<file path="config.mk">
export PLATFORM = sky130hd
export DESIGN_NAME = turn_controller
export DESIGN_NICKNAME = d
export VERILOG_FILES = /design/src/rtl/turn_pkg.sv /design/src/rtl/turn_timer.sv /design/src/rtl/turn_controller.sv
export SDC_FILE = /design/constraint.sdc
export NUM_CORES = 1
export LEC_CHECK = 0
export ABC_AREA = 0
export BUFFER_PORTS_ARGS = -buffer_cell sky130_fd_sc_hd__clkbuf_2
export CORE_ASPECT_RATIO = 0.7
export CORE_MARGIN = 10
export CORE_UTILIZATION = 56
export DETAILED_ROUTE_END_ITERATION = 16
export HOLD_SLACK_MARGIN = 0.05
export PLACE_DENSITY_LB_ADDON = 0.3
export SYNTH_ARGS = -nofsm -noshare
export SYNTH_HDL_FRONTEND = slang
export SYNTH_HIERARCHICAL = 1
export SYNTH_SLANG_ARGS = --single-unit
</file>
<file path="constraint.sdc">
create_clock -name clk -period 2 [get_ports clk]
set_input_delay 0.1 -clock clk [delete_from_list [all_inputs] [get_ports clk]]
set_output_delay 0.1 -clock clk [all_outputs]
set_load 0.01 [all_outputs]
</file>
<file path="src/rtl/turn_pkg.sv">
// Shared types and player-index helpers for the turn sequencer.
package turn_pkg;

   typedef enum logic [2:0] {
      ST_IDLE,
      ST_WAIT_CARD,
      ST_EVAL,
      ST_MOVE,
      ST_PASS,
      ST_DONE
   } state_e;

   typedef enum logic [1:0] {
      PC_2   = 2'b00,
      PC_3   = 2'b01,
      PC_4   = 2'b10,
      PC_BAD = 2'b11
   } pcount_e;

   // Highest legal player index for a legal player-count code.
   function automatic logic [1:0] last_player(input logic [1:0] code);
      return code + 2'd1;
   endfunction

   function automatic logic [1:0] next_player(input logic [1:0] cur,
                                              input logic [1:0] last);
      return (cur == last) ? 2'd0 : cur + 2'd1;
   endfunction

endpackage

</file>
<file path="src/rtl/turn_timer.sv">
// Per-turn reveal timer: loadable up-counter with clear, enable and expiry flag.
module turn_timer #(
   parameter int unsigned TIMEOUT_CYCLES = 1000,
   localparam int unsigned W = $clog2(TIMEOUT_CYCLES)
) (
   input  logic         clk,
   input  logic         rst,
   input  logic         clear_i,
   input  logic         load_i,
   input  logic [W-1:0] load_val_i,
   input  logic         en_i,
   output logic         expired_o
);

   localparam logic [W-1:0] LAST = W'(TIMEOUT_CYCLES - 1);

   logic [W-1:0] count_q, count_d;

   always_ff @(posedge clk or posedge rst) begin
      if (rst) count_q <= '0;
      else     count_q <= count_d;
   end

   // Holds at the expiry value so a stalled enable can never wrap the count.
   always_comb begin
      count_d = count_q;
      if (clear_i)                         count_d = '0;
      else if (load_i)                     count_d = load_val_i;
      else if (en_i && (count_q != LAST))  count_d = count_q + 1'b1;
   end

   assign expired_o = (count_q == LAST);

endmodule

</file>
<file path="src/rtl/turn_controller.sv">
// Turn sequencer: owns the player index, streak and reveal/move handshakes.
module turn_controller
   import turn_pkg::*;
#(
   parameter int unsigned TIMEOUT_CYCLES = 1000,
   parameter int unsigned STREAK_W       = 4
) (
   input  logic                clk,
   input  logic                rst,
   input  logic                start,
   input  logic                abort,
   input  logic [1:0]          n_players,
   input  logic                card_valid,
   input  logic                card_match,
   input  logic                move_done,
   input  logic                win_flag,
   output logic [1:0]          cur_player,
   output logic                req_reveal,
   output logic                req_move,
   output logic                turn_end,
   output logic                timeout,
   output logic [STREAK_W-1:0] streak,
   output logic                game_over,
   output logic [1:0]          winner,
   output logic                cfg_err
);

   state_e              state_q, state_d;
   logic [1:0]          cur_q, cur_d;
   logic [1:0]          last_q, last_d;
   logic [1:0]          winner_q, winner_d;
   logic [STREAK_W-1:0] streak_q, streak_d;
   logic                cfg_err_q, cfg_err_d;
   logic                match_q, match_d;
   logic                timeout_q, timeout_d;
   logic                expired;

   // Timer runs only in WAIT_CARD and is held at zero everywhere else,
   // which gives the clear-on-every-entry behaviour for free.
   turn_timer #(
      .TIMEOUT_CYCLES(TIMEOUT_CYCLES)
   ) u_timer (
      .clk       (clk),
      .rst       (rst),
      .clear_i   ((state_q != ST_WAIT_CARD) || abort),
      .load_i    (1'b0),
      .load_val_i('0),
      .en_i      (state_q == ST_WAIT_CARD),
      .expired_o (expired)
   );

   always_ff @(posedge clk or posedge rst) begin
      if (rst) begin
         state_q   <= ST_IDLE;
         cur_q     <= '0;
         last_q    <= '0;
         winner_q  <= '0;
         streak_q  <= '0;
         cfg_err_q <= 1'b0;
         match_q   <= 1'b0;
         timeout_q <= 1'b0;
      end else begin
         state_q   <= state_d;
         cur_q     <= cur_d;
         last_q    <= last_d;
         winner_q  <= winner_d;
         streak_q  <= streak_d;
         cfg_err_q <= cfg_err_d;
         match_q   <= match_d;
         timeout_q <= timeout_d;
      end
   end

   always_comb begin
      state_d   = state_q;
      cur_d     = cur_q;
      last_d    = last_q;
      winner_d  = winner_q;
      streak_d  = streak_q;
      cfg_err_d = cfg_err_q;
      match_d   = match_q;
      timeout_d = 1'b0;

      if (abort) begin
         state_d  = ST_IDLE;
         cur_d    = '0;
         streak_d = '0;
      end else begin
         unique case (state_q)
            ST_IDLE, ST_DONE: begin
               if (start) begin
                  if (n_players == PC_BAD) begin
                     cfg_err_d = 1'b1;
                  end else begin
                     last_d    = last_player(n_players);
                     cur_d     = '0;
                     streak_d  = '0;
                     cfg_err_d = 1'b0;
                     state_d   = ST_WAIT_CARD;
                  end
               end
            end
            ST_WAIT_CARD: begin
               if (card_valid) begin
                  match_d = card_match;
                  state_d = ST_EVAL;
               end else if (expired) begin
                  timeout_d = 1'b1;
                  state_d   = ST_PASS;
               end
            end
            ST_EVAL: begin
               state_d = match_q ? ST_MOVE : ST_PASS;
            end
            ST_MOVE: begin
               if (move_done) begin
                  if (win_flag) begin
                     winner_d = cur_q;
                     state_d  = ST_DONE;
                  end else begin
                     if (streak_q != '1) streak_d = streak_q + 1'b1;
                     state_d = ST_WAIT_CARD;
                  end
               end
            end
            ST_PASS: begin
               streak_d = '0;
               cur_d    = next_player(cur_q, last_q);
               state_d  = ST_WAIT_CARD;
            end
            default: state_d = ST_IDLE;
         endcase
      end
   end

   assign cur_player = cur_q;
   assign req_reveal = (state_q == ST_WAIT_CARD);
   assign req_move   = (state_q == ST_MOVE);
   assign turn_end   = (state_q == ST_PASS);
   assign timeout    = timeout_q;
   assign streak     = streak_q;
   assign game_over  = (state_q == ST_DONE);
   assign winner     = winner_q;
   assign cfg_err    = cfg_err_q;

endmodule

</file>
---- After elaboration in Yosys (flattened, before gate mapping) ----
Cells that the tools add are included.
word-level totals
  register bits after elaboration ......... 26
  input port bits ......................... 10
  output and inout port bits .............. 14
  logic and storage cells ................. 74
cells by class
  $add $sub $neg .......................... 4
  equal/unequal tests ..................... 17
  mux-type cells .......................... 28
  bitwise gates (word level) .............. 2
  reduce and logical (&&, ||, !) cells .... 14
operators with widths
  kind                                                   number
  two-way mux 3 bit                                      8
  two-way mux 4 bit                                      6
  two-way mux 10 bit                                     2
  one-hot mux 3 bit (5 select lines)                     1
  inequality test 3 bit, second input constant           4
  one-hot mux 4 bit (3 select lines)                     1
  AND reduction 4 bit                                    3
  adder 10 x 1 -> 10 bit, second input constant          1
  equality test 10 bit, second input constant            1
  inequality test 10 bit, second input constant          1
  AND reduction 3 bit                                    3
  two-way mux 2 bit                                      4
  inequality test 4 bit, second input constant           2
  equality test 3 x 2 -> 1 bit, second input constant    2
  equality test 3 bit, second input constant             2
  AND reduction 6 bit                                    1
  two-way mux 1 bit                                      5
  adder 2 x 1 -> 2 bit, second input constant            2
  adder 4 x 1 -> 4 bit, second input constant            1
  one-hot mux 2 bit (2 select lines)                     1
  nonzero test 4 bit                                     1
  equality test 3 x 1 -> 1 bit, second input constant    1
  zero test 3 bit                                        1
  inequality test 3 x 1 -> 1 bit, second input constant  1
  other kinds (9)                                        10

---- Logic depth before layout (Yosys ltp) ----
Gate-level depths: netlist (run 1).
  depth after elaboration ................. 6
  depth in mapped cells ................... 7
  mapped depth without buffers ............ 6

---- Modules after synthesis ----
Netlist (run 1), hierarchy kept.
by module, submodules not included
  module           times used  cells each  area an instance (µm²)  seq. area each (µm²)
  turn_controller  1           100         1,004.7                 400.4
  turn_timer       1           75          653.1                   250.2

---- Worst setup path before layout (run 1) ----
Ideal clock, no wire load.
  path kind ............................... reg2reg
  from .................................... reg state_q[2]
  to ...................................... reg u_timer.count_q[8]
  library setup time ...................... 78 ps
  arrival time ............................ 1,839 ps
  data required time ...................... 1,922 ps
  path slack .............................. 83 ps
  stages on the path, launching flop included .. 7
  buffers on the path ..................... 1
  clock period less this slack ............ 1,917 ps
  path through ............................ dfrtp_1 > buf_6 > nand2b_1 > nor2_1 > o31ai_2 > or4_1 > a21oi_1
between the ends
  word-level cells in the longest chain between the ends .. 3
  elaborated cells between the ends (all ways) .. 6
  those cells by class .................... eq/ne (2); mux (1); reduce/logical (3)
ends and longest elaborated chain
  item                                 line                   RTL
  from (decl)                          turn_controller.sv:28  state_e state_q, state_d;
  from (signal assigned)               turn_controller.sv:63  state_q <= state_d;
  equality test 3 x 1 -> 1 bit         --
  named net req_reveal                 turn_controller.sv:18  output logic req_reveal,
  logical AND 1 bit                    turn_timer.sv:29       else if (en_i && (count_q != LAST)) count_d = count_q + 1'b1;
  nonzero test 2 bit (no source line)  --
  to (signal assigned)                 turn_timer.sv:21       else count_q <= count_d;
  to (decl)                            turn_timer.sv:17       logic [W-1:0] count_q, count_d;
The timed path passes the listed nets, and every way through them passes these cells.
A chain may end at the register's enable or synchronous reset.

---- Worst setup path in the final report (run 1) ----
  from .................................... reg u_timer.count_q[0]
  to ...................................... reg state_q[2]
between the ends
  word-level cells in the longest chain between the ends .. 3
ends and longest elaborated chain
  item                                    line                   RTL
  equality test 10 bit                    turn_timer.sv:32       assign expired_o = (count_q == LAST);
  named net expired                       turn_controller.sv:36  logic expired;
  inequality test 4 bit (no source line)  --
  AND reduction 4 bit (no source line)    --
The timed path passes the listed nets, and every way through them passes these cells.

==> flow_summary.json, run 1 <==
{
  "status": "complete, no violations",
  "cts_buffers": 3,
  "timing.fmax_ghz": 0.541,
  "gr-usage-all-layers_pct": 13.3,
  "vias": 1430,
  "synth-main-ff-cell": "dfrtp_1",
  "dr.pass1.iters": 4,
  "fillers": 230,
  "cts_tree": "done",
  "path_buf_inv": 0,
  "cts_sinks": 26,
  "worst-setup-path-type": "flop to flop",
  "synth_top_area_share_pct": 39.2,
  "min_path_cells": 2,
  "p_per_area_nw_per_um2": 982,
  "stdcell_count": 247,
  "synth.yosys.warnings": 6,
  "synth_common_cells": "dfrtp_1, nor2_1, nand2_1",
  "place_congestion": 0.911,
  "initial_core_util_pct": 58.7,
  "grt_pass1_vias": 1318,
  "cts_resized": 0,
  "grt_pass1_wl_um": 6240,
  "worstMarginPinSlew_ps": 755,
  "peakVddDrop_uv": 679,
  "cp.arrival_ps": 2010,
  "synth_edf_count": 0,
  "post-route-util_pct": 68.3,
  "synth_seq_area_share_pct": 39.2,
  "worstSetupPathDepth": 6,
  "skew_ps": 4.30,
  "startpoint_type": "flop",
  "drive_gt1_share_pct": 22.7,
  "antenna_left": 0,
  "cts_hold_buf": 2,
  "cts-root-buf": "clkbuf_8",
  "die_y_um": 65.5,
  "cts_max_path_buffers": 2,
  "yosys-top-cells-area": "dfrtp_1, xor2_1, nor2_1",
  "hpwl_um": 2940,
  "antenna_cells": 0,
  "place_inst": 241,
  "yosysMostFrequentCell": "dfrtp_1",
  "post_synth.cell_area_avg_um2": 9.47,
  "synthCells": 175,
  "hold_path.class": "input port to flop",
  "die_area_um2": 5570,
  "slew_headroom_pct": 49.0,
  "period_share_pct": 92.4,
  "io_buffer_count": 23,
  "io_pins": 24,
  "required_ps": 2160,
  "rsz0062_at_grt": "false",
  "ys_ff_latch": 26,
  "viasPerCell": 5.79,
  "p_total_mw": 1.89,
  "totalWireLength_um": 3750,
  "top_layer": "met4",
  "slowest_stage": "dfrtp_1",
  "drv_cap": 0,
  "antenna_found_initial": 0,
  "htree_levels": 1,
  "p_leak_nw": 0.881,
  "critical-path-max-stage-delay_ps": 420,
  "wl_met1_um": 1870,
  "synth.distinct_cells": 51,
  "end_kind": "flop",
  "synthArstFlopShare_pct": 100,
  "die_w_um": 85.0,
  "rr_worst_depth": 6,
  "rows": 16,
  "wl_per_cell_um": 15.2,
  "clk_latency_ps": 270,
  "grt_max_degree": 17,
  "syn-cell-area_um2": 1660,
  "post-cts-setup-buffers": 0,
  "areaGrowthSynthToFinish_pct": 16.2,
  "slew_violations": 0,
  "nets": 225,
  "grt.overflow.total": 0,
  "wl_met2_um": 1610,
  "drc": 0,
  "worst-path-max-fanout": 5,
  "hold_viol": 0,
  "critical-path-top-delay-family": "simple AND/OR/NAND/NOR gates",
  "tns_ps": 0,
  "synth_area_leader_cell": "dfrtp_1",
  "finalSetupViolCount": 0,
  "clk_pin_slew_ps": 90,
  "min_period_ps": 1850,
  "wl_met3_um": 259,
  "crit_chain": "ha_1, nor4b_1, and3_1, o32ai_4, nor2_2, mux2_1",
  "core_um2": 2820,
  "drt_iter0_drc": 207
}
==> power by group <==
part | leakage, nW | internal, mW | switching [mW] | total, mW
sequential | 0.350 | 0.631 | 0.122 | 0.753
clock | 0.0288 | 0.176 | 0.168 | 0.344
combinational | 0.502 | 0.357 | 0.439 | 0.795
==> cell type report <==
cell class | instances | area [µm²] | area share (%)
timing repair buffer | 31 | 180 | 9.35
sequential | 26 | 651 | 33.8
inverter | 11 | 41.3 | 2.14
tap | 36 | 45.0 | 2.34
clock buffer | 4 | 55.1 | 2.86
multi-input combinational | 139 | 955 | 49.5
==> flip-flops by register name, summed over array words and instances, names as in the netlist <==
signal / count
u_timer/count_q: 10
streak: 4
state_q: 3
cur_player: 2
last_q: 2
winner: 2
cfg_err: 1
match_q: 1
timeout: 1
==> metal layers <==
layer	global-route usage (%)	up-vias
li1	-	708
met1	19.2	665
met2	19.2	55
met3	3.94	2
met4	2.05	0
met5	0	-
==> worst paths after layout <==
| kind | from | to | slack (ps) |
|---|---|---|---|
| setup reg to reg | u_timer/count_q[0]$_DFFE_PP0P_ | state_q[2]$_DFFE_PP0P_ | 150 |
| min in group asynchronous | rst | u_timer/count_q[9]$_DFFE_PP0P_ | 340 |
| setup / recovery | u_timer/count_q[0]$_DFFE_PP0P_ | state_q[2]$_DFFE_PP0P_ | 150 |
| hold / removal | card_match | match_q$_DFFE_PP0P_ | 60 |
| max in group asynchronous | rst | last_q[1]$_DFFE_PP0P_ | 1150 |
| hold reg to reg | cfg_err$_DFFE_PP0P_ | cfg_err$_DFFE_PP0P_ | 530 |
==> placed cells by master, fill, tap and decap left out, types with 6 or more instances in the layout <==
| cell type | instances |
|---|---|
| dfrtp_1 | 26 |
| a21oi_1 | 8 |
| inv_1 | 11 |
| conb_1 | 11 |
| nor2_1 | 15 |
| clkbuf_2 | 23 |
| a211oi_1 | 6 |
| buf_4 | 6 |
| nand3_1 | 6 |
| nand2_1 | 14 |
| xor2_1 | 7 |
==> kinds of logic after synthesis <==
kind of cell,synth area share (%)
muxes,5.89
buffers and inverters,5.43
adders and majority gates,2.26
other,0.226
xor gates and xnor gates,3.70
AOI/OAI and AO/OA,18.3
DFF,39.2
and+or+nand+nor,24.9
==> per-stage QoR <==
| stage | setup slack, ps | instance area, µm² | hold WS (ps) |
|---|---|---|---|
| 3_3_place_gp | 217 | 1850 | 89.0 |
| 6_report | 152 | 1930 | 56.4 |
| 4_1_cts | 143 | 1930 | 58.2 |
| 3_5_place_dp | 166 | 1850 | 97.0 |
| 5_1_grt | 36.4 | 1930 | 62.2 |
| 2_1_floorplan | 82.9 | 1700 | -59.8 |
Note: power is estimated with default switching activity, not from simulation.
==> run 2: changes to the inputs <==
- ABC_AREA: 0 -> 1
- CORE_UTILIZATION: 56 -> 57
==> flow_summary.json, run 2 <==
{
  "cts_tree": "done",
  "muxShareOfSynthArea_pct": 0,
  "nets": 317,
  "wl_per_cell_um": 12.4,
  "finalSetupViolCount": 0,
  "cts-root-buf": "clkbuf_8",
  "p_per_area_nw_per_um2": 860,
  "hold_viol": 0,
  "cts_max_path_buffers": 2,
  "period_share_pct": 83.4,
  "largest_reg_flops": 10,
  "peakVddDrop_uv": 627,
  "timing.fmax_ghz": 0.599,
  "status": "complete, no violations",
  "grt_max_degree": 17,
  "startpoint_type": "flop",
  "worst-path-max-fanout": 11,
  "io_pins": 24,
  "rows": 16,
  "synth.distinct_cells": 30,
  "core_um2": 2900,
  "whs_ps": 75.0,
  "synthArstFlopShare_pct": 100,
  "skew_ps": 2.65,
  "cts_buffers": 3,
  "end_kind": "flop",
  "p_leak_nw": 1.10,
  "place_inst": 334,
  "grt_pass1_vias": 1596,
  "post_synth.cell_area_avg_um2": 6.77,
  "slew_violations": 0,
  "multiInputGateArea_um2": 1030,
  "hpwl_um": 3320,
  "clk_latency_ps": 270,
  "synth-main-ff-cell": "dfrtp_1",
  "worstMarginPinSlew_ps": 611,
  "place_congestion": 0.898,
  "syn-cell-area_um2": 1800,
  "vias": 1709,
  "stdcell_count": 339,
  "synth_common_cells": "nand2_1, inv_1, dfrtp_1",
  "initial_core_util_pct": 62.1,
  "yosys-top-cells-area": "dfrtp_1, nand2_1, nand3_1",
  "met3_usage_pct": 3.77,
  "die_y_um": 67.0,
  "ys_ff_latch": 26,
  "htree_levels": 1,
  "final_cell_area_um2": 2060,
  "areaGrowthSynthToFinish_pct": 14.2,
  "drive_gt1_share_pct": 17.8,
  "top_register": "u_timer/count_q",
  "clk_pin_slew_ps": 90,
  "synthSimpleGateAreaFrac_pct": 43.6,
  "cp.arrival_ps": 1880,
  "yosysMostFrequentCell": "nand2_1",
  "drc": 0,
  "io_buffer_count": 23,
  "post-cts-setup-buffers": 0,
  "yosys.area_share.xor_xnor_pct": 1.46,
  "die_area_um2": 5850,
  "totalWireLength_um": 4210,
  "grt_pass1_wl_um": 7380,
  "synth_seq_area_share_pct": 36.1,
  "required_ps": 2210,
  "antenna_left": 0,
  "synth_edf_count": 0,
  "synthAdderAreaFrac_pct": 2.08,
  "rsz0062_at_grt": "false",
  "synth_area_leader_cell": "dfrtp_1",
  "grtUsageMet2_pct": 22.5,
  "gr-usage-all-layers_pct": 15.2,
  "antenna_found_initial": 0,
  "die_w_um": 87.2,
  "antenna_cells": 0,
  "layout_commonest_cell": "nand2_1",
  "layout_common_cells": "nand2_1, inv_1, dfrtp_1",
  "post-route-util_pct": 70.9,
  "viasPerCell": 5.04,
  "met1_usage_pct": 22.3,
  "slew_headroom_pct": 59.2,
  "drv_cap": 0,
  "final-seq-area_um2": 651,
  "hold_path.class": "input port to flop",
  "synth_top_family_by_area": "simple AND/OR/NAND/NOR gates",
  "synth.yosys.warnings": 6,
  "dr.pass1.iters": 5,
  "min_period_ps": 1670,
  "tns_ps": 0,
  "drt_iter0_drc": 194,
  "worst-setup-path-type": "flop to flop",
  "synth_top_area_share_pct": 36.1,
  "synthCells": 266,
  "synth-compound-area-share_pct": 7.08,
  "place_area_um2": 1980,
  "busiest_layer": "met2",
  "grt.overflow.total": 0,
  "cts_sinks": 26,
  "fillers": 247
}
==> run 2: cell types whose count changed in the layout (fill, tap and decap cells not counted), sizes merged, moves of 5 or more <==
cell / previous run / this run
nand2: 14 / 106
inv: 11 / 33
nand3: 7 / 28
nor2: 16 / 27
o21ai: 4 / 15
a211oi: 6 / 0
mux2: 6 / 0
xor2: 7 / 1
and3: 5 / 0
buf: 6 / 1
nand4: 3 / 8
nor3b: 5 / 0
==> run 2: through the flow <==
step / setup slack [ps] / power, mW
finish: 331 / 1.77
global route: 79.3 / 1.90
CTS: 345 / 1.77
detailed placement: 397 / 1.33
global placement: 453 / 1.32
floorplan: 579 / 1.21
==> run 2: kinds of logic after synthesis <==
kind of cell | count (synthesis)
flops | 26
buf+inv | 39
other cells | 1
fa+ha+maj | 3
compound gates | 22
xor+xnor | 3
simple gates | 172
==> run 2: path summary, 6_finish.rpt <==
kind	from	cells past startpoint	end	slack, ps
hold / removal	card_valid	2	timeout$_DFF_PP0_	80
max in group asynchronous	rst	3	timeout$_DFF_PP0_	1170
hold reg to reg	winner[1]$_DFFE_PP0P_	2	winner[1]$_DFFE_PP0P_	510
setup reg to reg	state_q[0]$_DFFE_PP0P_	10	u_timer/count_q[2]$_DFFE_PP0P_	330
min in group asynchronous	rst	3	u_timer/count_q[2]$_DFFE_PP0P_	340
setup / recovery	state_q[0]$_DFFE_PP0P_	10	u_timer/count_q[2]$_DFFE_PP0P_	330
==> run 2: area by class of cell <==
type                            count  area share, %
Multi-Input combinational cell    214           50.1
Sequential cell                    26           31.6
Timing Repair Buffer               25           6.45
Inverter                           34           6.20
Tap cell                           36           2.19
Clock buffer                        3           2.01
Clock inverter                      1           1.46
==> run 2: repair_timing <==
action | 4_1_cts | 5_1_grt
hold buffers | 1 | 0
gates resized for setup | 0 | 0
endpoints found under the hold margin | 26 | 0
==> run 2: metal layers <==
| layer | share of wire [%] | wire length (µm) |
|---|---|---|
| met1 | 52 | 2180 |
| met2 | 41 | 1730 |
| met3 | 6.9 | 291 |
| met4 | 0.33 | 14 |
| met5 | 0 | 0 |
==> run 2: critical path, stage by stage, from the launching register on <==
cell	delay, ps
dfrtp_1	550
inv_2	80
nor2_1	120
nand2_1	90
nor2_1	140
inv_1	100
nor2_1	120
nand2_2	80
inv_2	160
nand2_1	80
nand2_1	80
==> run 2: power breakdown <==
part           leakage (nW)  internal (mW)  switching [mW]
combinational         0.711          0.216           0.409
clock                0.0357          0.268           0.162
sequential            0.353          0.607           0.107
==> run 3: changes to the inputs <==
- ABC_AREA: 1 -> 0
- CORE_UTILIZATION: 57 -> 56
- clock period: 2 -> 1.7 ns (I/O delays scaled with it)
==> flow_summary.json, run 3 (same netlist as run 1, synthesis figures left out) <==
{
  "wl_per_cell_um": 22.7,
  "nets": 264,
  "cts_tree": "done",
  "clk_pin_slew_ps": 90,
  "r2r-start": "state_q[1]$_DFFE_PP0P_",
  "slew_headroom_pct": 55.0,
  "clk_latency_ps": 280,
  "hpwl_um": 3580,
  "dp_slack_ps": -129,
  "vias": 1914,
  "finalSetupViolCount": 17,
  "min_period_ps": 1850,
  "die_w_um": 85.0,
  "p_per_area_nw_per_um2": 1280,
  "core_um2": 2820,
  "cp.arrival_ps": 2070,
  "place_congestion": 0.963,
  "worst-path-max-fanout": 8,
  "critical-path-top-delay-family": "compound AO/OA/AOI/OAI gates",
  "rsz0062_at_grt": "true",
  "grt_pass1_wl_um": 8760,
  "drt_iter0_drc": 454,
  "cts_max_path_buffers": 2,
  "period_share_pct": 109,
  "top_register": "u_timer/count_q",
  "hold_viol": 0,
  "path_buf_inv": 2,
  "die_area_um2": 5570,
  "io_pins": 24,
  "io_buffer_count": 23,
  "place_area_um2": 2050,
  "die_y_um": 65.5,
  "hp-start": "card_valid",
  "grt_max_degree": 17,
  "layout_commonest_cell": "buf_4",
  "critical-path-max-stage-delay_ps": 610,
  "finalWorstSetupSlack_ps": -151,
  "antenna_left": 0,
  "largest_reg_flops": 10,
  "p_leak_nw": 1.09,
  "cts_buffers": 3,
  "antenna_cells": 0,
  "areaGrowthSynthToFinish_pct": 46.3,
  "violations": "setup timing",
  "crit_chain": "buf_6, inv_1, o21a_1, a2111oi_0, mux2_4",
  "grt_pass1_vias": 1780,
  "initial_core_util_pct": 58.7,
  "gr-usage-all-layers_pct": 19.1,
  "drc": 0,
  "antenna_found_initial": 0,
  "layout_common_cells": "buf_4, dfrtp_1, clkbuf_2",
  "totalWireLength_um": 6460,
  "skew_ps": 5.69,
  "final_cell_area_um2": 2430,
  "status": "complete, but fails checks",
  "rows": 16,
  "required_ps": 1920,
  "slowest_stage": "a2111oi_0",
  "viasPerCell": 6.72,
  "drv_cap": 0,
  "dr.pass1.iters": 5,
  "drive_gt1_share_pct": 45.4,
  "htree_levels": 1,
  "peakVddDrop_uv": 886,
  "slew_violations": 0,
  "cts-root-buf": "clkbuf_8",
  "worst-setup-path-type": "flop to flop",
  "critical_path.startpoint": "state_q[1]$_DFFE_PP0P_",
  "cts_sinks": 26,
  "grt.overflow.total": 0,
  "hold_path.class": "input port to flop",
  "startpoint_type": "flop",
  "timing.fmax_ghz": 0.540,
  "end_kind": "flop",
  "worstMarginPinSlew_ps": 658
}
==> run 3: area by class of cell <==
type	instances	area (µm²)
Clock buffer	3	41.3
Fill cell	129	397
Inverter	11	41.3
Multi-Input combinational cell	139	1150
Sequential cell	26	654
Tap cell	36	45.0
Timing Repair Buffer	70	490
==> run 3: metrics by stage <==
step	hold WS (ps)	power [mW]	cells	setup TNS, ps	utilization, %
after floorplan	-74.8	1.56	185	-59.1	-
after global placement	86.3	2.03	266	-68.6	72.7
after detailed placement	90.9	2.10	266	-371	72.7
after CTS	53.6	2.64	278	-83.3	78.9
after global routing	67.8	3.21	285	-1480	85.9
final	79.2	3.10	285	-670	85.9
==> run 3: worst reg2reg max path: cells and delay by family (launching register included) <==
kind	cells	cell delay, ps
DFF	1	410
AOI/OAI and AO/OA	2	810
buffers and inverters	2	300
muxes	1	270
==> run 3: final timing paths <==
check / endpoint / depth (start not counted) / slack (ps)
setup / recovery: state_q[2]$_DFFE_PP0P_ / 5 / -150
setup reg to reg: state_q[2]$_DFFE_PP0P_ / 5 / -150
min in group asynchronous: u_timer/count_q[5]$_DFFE_PP0P_ / 3 / 360
hold / removal: timeout$_DFF_PP0_ / 2 / 80
hold reg to reg: last_q[1]$_DFFE_PP0P_ / 1 / 530
max in group asynchronous: state_q[0]$_DFFE_PP0P_ / 3 / 750
==> run 3: repair_timing <==
action,CTS,global route
setup endpoints to repair,9,22
hold buffers,3,0
gates resized for setup,12,30
pin swaps,6,14
endpoints found under the hold margin,28,0
setup buffers,6,7
cloned,0,0
==> run 3: power by group <==
part / internal, mW / total [mW] / switching [mW] / leakage [nW]
combinational: 0.911 / 1.82 / 0.908 / 0.726
clock: 0.160 / 0.353 / 0.193 / 0.0216
sequential: 0.748 / 0.925 / 0.177 / 0.346
==> run 3: per-layer routing <==
metal	GRT usage (%)	wire [µm]	up-vias
met5	0	0	-
met3	7.02	776	58
li1	-	-	786
met1	22.9	2460	866
met2	29.4	2760	204
met4	10.0	462	0
